===== config.mk =====
export PLATFORM = sky130hd
export DESIGN_NAME = wakeup_issue_queue
export DESIGN_NICKNAME = d
export VERILOG_FILES = /design/src/rtl/wakeup_issue_queue_pkg.sv /design/src/rtl/wakeup_issue_queue_age_select.sv /design/src/rtl/wakeup_issue_queue.sv
export SDC_FILE = /design/constraint.sdc
export NUM_CORES = 2
export LEC_CHECK = 0
export ABC_AREA = 1
export BUFFER_PORTS_ARGS = -buffer_cell sky130_fd_sc_hd__buf_4
export CORE_ASPECT_RATIO = 0.5
export CORE_MARGIN = 10
export CORE_UTILIZATION = 50
export CTS_CLUSTER_DIAMETER = 120
export CTS_CLUSTER_SIZE = 20
export DETAILED_ROUTE_END_ITERATION = 6
export PLACE_DENSITY = 0.71
export SKIP_LAST_GASP = 1
export SYNTH_ARGS = -nofsm -noshare
export SYNTH_HDL_FRONTEND = slang
export SYNTH_SLANG_ARGS = --single-unit

===== constraint.sdc =====
create_clock -name clk -period 11.31 [get_ports clk]
set_clock_uncertainty 0.2 [all_clocks]
set_input_delay 3.393 -clock clk [delete_from_list [all_inputs] [get_ports clk]]
set_output_delay 3.393 -clock clk [all_outputs]
set_load 0.02 [all_outputs]

===== src/rtl/wakeup_issue_queue_pkg.sv =====
// Shared scheduler definitions: source-operand record, tag width defaults, sizing helper.
package wakeup_issue_queue_pkg;

    // Default physical register tag width for schedulers in this pipe.
    localparam int unsigned IqPregWidthDflt = 6;

    // Stored tags are zero-extended to this width so one record type serves every
    // scheduler, whatever its PREG_WIDTH.
    localparam int unsigned IqTagWidthMax = 16;

    typedef logic [IqTagWidthMax-1:0] iq_tag_t;

    // One source operand: physical register tag and its ready bit.
    typedef struct packed {
        iq_tag_t tag;
        logic    rdy;
    } iq_src_t;

    // Index width for an n-entry structure, never narrower than one bit.
    function automatic int unsigned iq_idx_width(input int unsigned n);
        return (n > 1) ? $clog2(n) : 1;
    endfunction

endpackage


===== src/rtl/wakeup_issue_queue_age_select.sv =====
// Age-matrix oldest-first selector: grant k is one-hot on the (k+1)-th oldest requester.
// older[i][j] = 1 means entry i is older than entry j. Bits involving
// non-requesting entries are ignored, so stale matrix bits are harmless.
module wakeup_issue_queue_age_select #(
    parameter int unsigned NUM_ENTRIES = 8,
    parameter int unsigned NUM_GRANTS  = 2
) (
    input  logic [NUM_ENTRIES-1:0] older [NUM_ENTRIES],
    input  logic [NUM_ENTRIES-1:0] req,
    output logic [NUM_ENTRIES-1:0] grant [NUM_GRANTS],
    output logic [NUM_GRANTS-1:0]  grant_valid
);

    localparam int unsigned CntW = $clog2(NUM_ENTRIES + 1);

    logic [CntW-1:0] rank [NUM_ENTRIES];

    // Rank of each entry = number of requesting entries older than it.
    always_comb begin
        for (int i = 0; i < NUM_ENTRIES; i++) begin
            rank[i] = '0;
            for (int j = 0; j < NUM_ENTRIES; j++) begin
                if (req[j] && older[j][i]) begin
                    rank[i] = rank[i] + CntW'(1);
                end
            end
        end
    end

    // Grant k goes to the requester whose rank equals k; ranks are unique among requesters.
    always_comb begin
        for (int k = 0; k < NUM_GRANTS; k++) begin
            grant[k] = '0;
            for (int i = 0; i < NUM_ENTRIES; i++) begin
                grant[k][i] = req[i] && (rank[i] == CntW'(k));
            end
            grant_valid[k] = |grant[k];
        end
    end

endmodule


===== src/rtl/wakeup_issue_queue.sv =====
// Out-of-order issue queue with tag-broadcast wakeup and age-ordered selection.
// ORDER_ISSUE=1 restricts issue to a contiguous ready prefix of the oldest entries.
module wakeup_issue_queue
    import wakeup_issue_queue_pkg::*;
#(
    parameter int unsigned QUEUE_SIZE  = 8,
    parameter int unsigned WPORTS_NUM  = 2,
    parameter int unsigned RPORTS_NUM  = 2,
    parameter int unsigned WAKEUP_NUM  = 4,
    parameter int unsigned SRC_NUM     = 2,
    parameter int unsigned PREG_WIDTH  = IqPregWidthDflt,
    parameter type         DATA_TYPE   = logic [31:0],
    parameter bit          ORDER_ISSUE = 1'b0
) (
    input  logic                            clk,
    input  logic                            a_rst_n,
    input  logic                            flush_i,
    input  logic [WPORTS_NUM-1:0]           write_valid_i,
    output logic [WPORTS_NUM-1:0]           write_ready_o,
    input  DATA_TYPE                        write_data_i [WPORTS_NUM],
    input  logic [PREG_WIDTH-1:0]           write_src_tag_i [WPORTS_NUM][SRC_NUM],
    input  logic [SRC_NUM-1:0]              write_src_rdy_i [WPORTS_NUM],
    input  logic [WAKEUP_NUM-1:0]           wakeup_valid_i,
    input  logic [PREG_WIDTH-1:0]           wakeup_tag_i [WAKEUP_NUM],
    output logic [RPORTS_NUM-1:0]           read_valid_o,
    input  logic [RPORTS_NUM-1:0]           read_ready_i,
    output DATA_TYPE                        read_data_o [RPORTS_NUM],
    output logic [$clog2(QUEUE_SIZE+1)-1:0] free_cnt_o
);

    localparam int unsigned IdxW = iq_idx_width(QUEUE_SIZE);
    localparam int unsigned CntW = $clog2(QUEUE_SIZE + 1);

    // Entry state
    logic [QUEUE_SIZE-1:0] valid_q, valid_d;
    DATA_TYPE              data_q  [QUEUE_SIZE];
    DATA_TYPE              data_d  [QUEUE_SIZE];
    iq_src_t               src_q   [QUEUE_SIZE][SRC_NUM];
    iq_src_t               src_d   [QUEUE_SIZE][SRC_NUM];
    logic [QUEUE_SIZE-1:0] older_q [QUEUE_SIZE];
    logic [QUEUE_SIZE-1:0] older_d [QUEUE_SIZE];
    logic [CntW-1:0]       free_cnt_q, free_cnt_d;

    // Wakeup / select / allocate intermediates
    logic [SRC_NUM-1:0]    ent_wake  [QUEUE_SIZE];
    logic [SRC_NUM-1:0]    wr_wake   [WPORTS_NUM];
    logic [QUEUE_SIZE-1:0] entry_rdy;
    logic [QUEUE_SIZE-1:0] sel_req;
    logic [QUEUE_SIZE-1:0] sel_grant [RPORTS_NUM];
    logic [RPORTS_NUM-1:0] sel_valid;
    logic [IdxW-1:0]       sel_idx   [RPORTS_NUM];
    logic [RPORTS_NUM-1:0] fire;
    logic [WPORTS_NUM-1:0] write_acc;
    logic [IdxW-1:0]       free_idx  [WPORTS_NUM];
    logic [IdxW-1:0]       port_slot [WPORTS_NUM];
    logic [CntW-1:0]       n_acc, n_fire;

    // Tag match of every stored source and every incoming source against the broadcasts.
    always_comb begin
        for (int i = 0; i < QUEUE_SIZE; i++) begin
            for (int s = 0; s < SRC_NUM; s++) begin
                ent_wake[i][s] = 1'b0;
                for (int w = 0; w < WAKEUP_NUM; w++) begin
                    if (wakeup_valid_i[w] && src_q[i][s].tag == iq_tag_t'(wakeup_tag_i[w])) begin
                        ent_wake[i][s] = valid_q[i];
                    end
                end
            end
        end
        for (int p = 0; p < WPORTS_NUM; p++) begin
            for (int s = 0; s < SRC_NUM; s++) begin
                wr_wake[p][s] = 1'b0;
                for (int w = 0; w < WAKEUP_NUM; w++) begin
                    if (wakeup_valid_i[w] && write_src_tag_i[p][s] == wakeup_tag_i[w]) begin
                        wr_wake[p][s] = 1'b1;
                    end
                end
            end
        end
    end

    // An entry is ready once it is valid and every source has been produced.
    always_comb begin
        for (int i = 0; i < QUEUE_SIZE; i++) begin
            entry_rdy[i] = valid_q[i];
            for (int s = 0; s < SRC_NUM; s++) begin
                entry_rdy[i] = entry_rdy[i] & src_q[i][s].rdy;
            end
        end
    end

    // In-order mode ranks all valid entries so a non-ready head blocks everything behind it.
    assign sel_req = ORDER_ISSUE ? valid_q : entry_rdy;

    wakeup_issue_queue_age_select #(
        .NUM_ENTRIES (QUEUE_SIZE),
        .NUM_GRANTS  (RPORTS_NUM)
    ) u_age_select (
        .older       (older_q),
        .req         (sel_req),
        .grant       (sel_grant),
        .grant_valid (sel_valid)
    );

    // Issue ports: one-hot grant to index, valid/fire qualification, payload mux.
    always_comb begin
        logic vld_pre;
        logic fire_pre;
        vld_pre  = 1'b1;
        fire_pre = 1'b1;
        for (int k = 0; k < RPORTS_NUM; k++) begin
            sel_idx[k] = '0;
            for (int i = 0; i < QUEUE_SIZE; i++) begin
                if (sel_grant[k][i]) begin
                    sel_idx[k] = IdxW'(i);
                end
            end
            if (ORDER_ISSUE) begin
                read_valid_o[k] = vld_pre && sel_valid[k] && entry_rdy[sel_idx[k]];
                fire[k]         = fire_pre && read_valid_o[k] && read_ready_i[k];
                vld_pre         = read_valid_o[k];
                fire_pre        = fire[k];
            end else begin
                read_valid_o[k] = sel_valid[k];
                fire[k]         = read_valid_o[k] && read_ready_i[k];
            end
            read_data_o[k] = data_q[sel_idx[k]];
        end
    end

    // Write acceptance depends only on the registered free count.
    always_comb begin
        for (int p = 0; p < WPORTS_NUM; p++) begin
            write_ready_o[p] = free_cnt_q > CntW'(p);
        end
        write_acc = write_valid_i & write_ready_o;
    end

    // Priority encoder: the WPORTS_NUM lowest-index free slots, lowest first.
    always_comb begin
        int cnt;
        cnt = 0;
        for (int n = 0; n < WPORTS_NUM; n++) begin
            free_idx[n] = '0;
        end
        for (int i = 0; i < QUEUE_SIZE; i++) begin
            if (!valid_q[i]) begin
                for (int n = 0; n < WPORTS_NUM; n++) begin
                    if (cnt == n) begin
                        free_idx[n] = IdxW'(i);
                    end
                end
                cnt++;
            end
        end
    end

    // Accepted ports take free slots in port order, skipping sparse (idle) ports.
    always_comb begin
        int rank;
        rank  = 0;
        n_acc = '0;
        for (int p = 0; p < WPORTS_NUM; p++) begin
            port_slot[p] = '0;
            if (write_acc[p]) begin
                port_slot[p] = free_idx[rank];
                rank++;
                n_acc = n_acc + CntW'(1);
            end
        end
        n_fire = '0;
        for (int k = 0; k < RPORTS_NUM; k++) begin
            if (fire[k]) begin
                n_fire = n_fire + CntW'(1);
            end
        end
    end

    // Next state: wakeup, retire fired entries, allocate writes, update ages, flush.
    always_comb begin
        logic [QUEUE_SIZE-1:0] new_mask;
        new_mask = '0;
        valid_d  = valid_q;
        data_d   = data_q;
        older_d  = older_q;
        for (int i = 0; i < QUEUE_SIZE; i++) begin
            for (int s = 0; s < SRC_NUM; s++) begin
                src_d[i][s]     = src_q[i][s];
                src_d[i][s].rdy = src_q[i][s].rdy | ent_wake[i][s];
            end
        end
        for (int k = 0; k < RPORTS_NUM; k++) begin
            if (fire[k]) begin
                valid_d[sel_idx[k]] = 1'b0;
            end
        end
        for (int p = 0; p < WPORTS_NUM; p++) begin
            if (write_acc[p]) begin
                valid_d[port_slot[p]] = 1'b1;
                data_d[port_slot[p]]  = write_data_i[p];
                for (int s = 0; s < SRC_NUM; s++) begin
                    src_d[port_slot[p]][s].tag = iq_tag_t'(write_src_tag_i[p][s]);
                    src_d[port_slot[p]][s].rdy = write_src_rdy_i[p][s] | wr_wake[p][s];
                end
                // Younger than every existing entry and every lower-port write this cycle.
                for (int j = 0; j < QUEUE_SIZE; j++) begin
                    older_d[j][port_slot[p]] = valid_q[j] | new_mask[j];
                end
                older_d[port_slot[p]]  = '0;
                new_mask[port_slot[p]] = 1'b1;
            end
        end
        free_cnt_d = free_cnt_q - n_acc + n_fire;
        if (flush_i) begin
            valid_d    = '0;
            free_cnt_d = CntW'(QUEUE_SIZE);
        end
    end

    // State registers; reset drops every entry immediately.
    always_ff @(posedge clk or negedge a_rst_n) begin
        if (!a_rst_n) begin
            valid_q    <= '0;
            free_cnt_q <= CntW'(QUEUE_SIZE);
            for (int i = 0; i < QUEUE_SIZE; i++) begin
                data_q[i]  <= '0;
                older_q[i] <= '0;
                for (int s = 0; s < SRC_NUM; s++) begin
                    src_q[i][s] <= '0;
                end
            end
        end else begin
            valid_q    <= valid_d;
            free_cnt_q <= free_cnt_d;
            data_q     <= data_d;
            older_q    <= older_d;
            src_q      <= src_d;
        end
    end

    assign free_cnt_o = free_cnt_q;

endmodule


==> flow_metrics.env <==
export IMPL_status="complete, but fails checks"
export IMPL_violations="DRC"
export IMPL_required_ps=7720
export IMPL_htreeDepth=2
export IMPL_cts_root_buf="clkbuf_16"
export IMPL_postSynthAreaPerCell_um2=6.558
export IMPL_report_final_slew_viol_count=0
export IMPL_grt_usage=0.3549
export IMPL_worst_pin_slew_ps=1294
export IMPL_cts_sinks=604
export IMPL_grt_util_met1=0.4724
export IMPL_start_kind="register"
export IMPL_critPathMaxStageDelay_ps=470
export IMPL_p_leak_nw=24.24
export IMPL_core_mm2=0.08663
export IMPL_gr_total_overflow=0
export IMPL_place_inst=7730
export IMPL_mostFrequentLayoutCell="nand2_1"
export IMPL_power_per_cell_area_mw_per_mm2=358.2
export IMPL_cp_slowest_cell="dfrtp_2"
export IMPL_r2r_end="free_cnt_o[3]"
export IMPL_synth_top_cell_area_share=0.3432
export IMPL_grt_util_met2=0.5216
export IMPL_placed_area_mm2=0.04595
export IMPL_use_met3=0.1070
export IMPL_cts_buffers=36
export IMPL_layout_min_cycle_time_ps=10970
export IMPL_worst_path_buf_inv=12
export IMPL_min_from="src_q[117]"
export IMPL_drtIter0Drc=7714
export IMPL_max_freq_mhz=91.16
export IMPL_worst_r2r_path_depth=43
export IMPL_drive_above_1_share=0.07245
export IMPL_hold_path_class="register to register"
export IMPL_r2r_start="valid_q[1]"
export IMPL_dieArea_mm2=0.1009
export IMPL_final_cell_mix="nand2_1 (1841), inv_1 (877), o21ai_0 (673)"
export IMPL_firstDrtPassIters=7
export IMPL_vias_per_cell=6.313
export IMPL_fin_setup_tns_ps=0
export IMPL_finalSetupViolCount=0
export IMPL_cts_hold_buffers=0
export IMPL_areaGrowthSynthToFinish_pct=8.185
export IMPL_crit_path_end_kind="primary output"
export IMPL_drc=19
export IMPL_via_count=49344
export IMPL_ys_seq_elements=604
export IMPL_ir_drop_mv=0.6438
export IMPL_grt_busiest_layer="met2"
export IMPL_routabilityCongestion=0.9929
export IMPL_yosysSeqAreaShare=0.3438
export IMPL_ios=199
export IMPL_ys_top_cells_by_area="dfrtp_1 (34%), nand2_1 (16%), o21ai_0 (7.7%)"
export IMPL_path_depth=39
export IMPL_dp_final_hpwl_um=120100
export IMPL_path_delay_family="simple AND/OR/NAND/NOR gates"
export IMPL_crit_top_cell="nand2_1"
export IMPL_routedWlPerCell_um=24.44
export IMPL_endpoint="read_data_o[20]"
export IMPL_final_cells=7816
export IMPL_cts_tree="built"
export IMPL_max_slew_margin=0.1307
export IMPL_grt_max_degree=171
export IMPL_syn_nets=6912
export IMPL_synth_largest_area_cell="dfrtp_1"
export IMPL_drt_wl_total_um=191000
export IMPL_critPathKind="register to primary output"
export IMPL_ys_async_sr_fraction=1.000
export IMPL_rsz0062_at_grt="yes"
export IMPL_die_w_um=439.4
export IMPL_drv_cap=0
export IMPL_die_h_um=229.7
export IMPL_cts_buffer_depth=3
export IMPL_portBuffers=198
export IMPL_ys_flop_type="dfrtp_1"
export IMPL_crit_fanout=14
export IMPL_hold_violations=0
export IMPL_ys_types=64
export IMPL_grt_pass1_vias=45741
export IMPL_synth_edf_count=0
export IMPL_holdWs_ps=273.8
export IMPL_netlist_area_mm2=0.04397
export IMPL_p_total_mw=17.04
export IMPL_rows=76
export IMPL_insertion_delay_ps=640
export IMPL_antenna_found_initial=13
export IMPL_startpoint="valid_q[1]"
export IMPL_path_clk_slew_ps=90
export IMPL_design_area_mm2=0.04756
export IMPL_crit_arrival_ps=7380
export IMPL_synthCells=6704
export IMPL_reg2reg_slack_ps=3010
export IMPL_antenna_left=0
export IMPL_yosysWarnings=0
export IMPL_timing_final_crit_share=0.9699
export IMPL_start_util=0.5075
export IMPL_grt_pass1_wl_um=280500
export IMPL_nets=6836
==> cells by family after synthesis <==
logic type | synth area share
DFF | 0.3438
buffers and inverters | 0.1227
AOI/OAI and AO/OA | 0.1997
adders and majority gates | 0.02339
and+or+nand+nor | 0.2942
muxes | 0.0002277
xor gates and xnor gates | 0.01594
==> registers in the layout (all words and copies together) (netlist names) <==
name and cells:
data_q 256, free_cnt_o 4, older_q 64, src_q 272, valid_q 8
==> final cells by class <==
type	instances	area, um2
well taps	1170	1464
clock inverters	4	61.31
fillers	8377	39060
multi-input cells	4746	23730
repair buffers	315	2729
inverters	925	3512
flip-flops and latches	604	15120
diodes	7	17.52
clock buffers	45	934.6
==> synthesized netlist by cell type (35+ instances only) <==
cell type,instances
nand2_1,1852
inv_1,879
o21ai_0,673
dfrtp_1,603
nor2_1,541
nand3_1,504
clkbuf_1,229
o22ai_1,210
buf_2,150
a21oi_1,139
o21ai_1,114
o211ai_1,98
ha_1,79
nor4_1,59
a221oi_1,55
o2111ai_1,53
o221ai_1,47
nand4_1,41
xor2_1,40
xnor2_1,35
==> what timing repair did <==
| action | in CTS | in global routing |
|---|---|---|
| pin swaps | 1 | 10 |
| gates cloned | 1 | 7 |
| setup endpoints to repair | 64 | 64 |
| resized for setup | 11 | 42 |
| buffers inserted | 7 | 15 |
==> per-layer routing <==
layer | routed length (um) | share of wire | up-vias
met1 | 72810 | 0.38 | 22956
met3 | 28630 | 0.15 | 840
met4 | 10740 | 0.056 | 8
li1 | - | - | 21839
met5 | 56 | 0.00029 | -
met2 | 78790 | 0.41 | 3701
==> stage by stage <==
step                      setup slack, ps  utilization
final                               340.4       0.5491
after global routing               -95.82       0.5490
after CTS                           18.88       0.5435
after detailed placement           -155.8       0.5305
after global placement              206.1       0.5305
after floorplan                      1874            -
==> power by group <==
part           switching (mW)  total (mW)  leakage [nW]  internal, mW
sequential              0.682        3.79          7.73          3.11
clock                   0.836        1.43         0.483         0.597
combinational            8.50        11.8          16.0          3.31
total                    10.0        17.0          24.2          7.02
==> how the worst min path moves through the flow <==
stage	endpoint	slack [ps]	cells past startpoint
after global routing	src_q[129]	290	2
after global placement	src_q[96]	250	2
after CTS	src_q[117]	270	2
after floorplan	src_q[101]	240	2
final	src_q[117]	270	2
after detailed placement	src_q[84]	250	2
==> worst register-to-register path, delay by kind of cell, from the launching register on <==
family	cells	cell delay, ps
XOR/XNOR	1	80
AND/OR/NAND/NOR	19	3110
AO/OA/AOI/OAI	4	700
flip-flops	1	470
adder cells (fa/ha/maj)	9	2710
buffers and inverters	10	960
No activity file was read; power rests on OpenSTA's default activity.
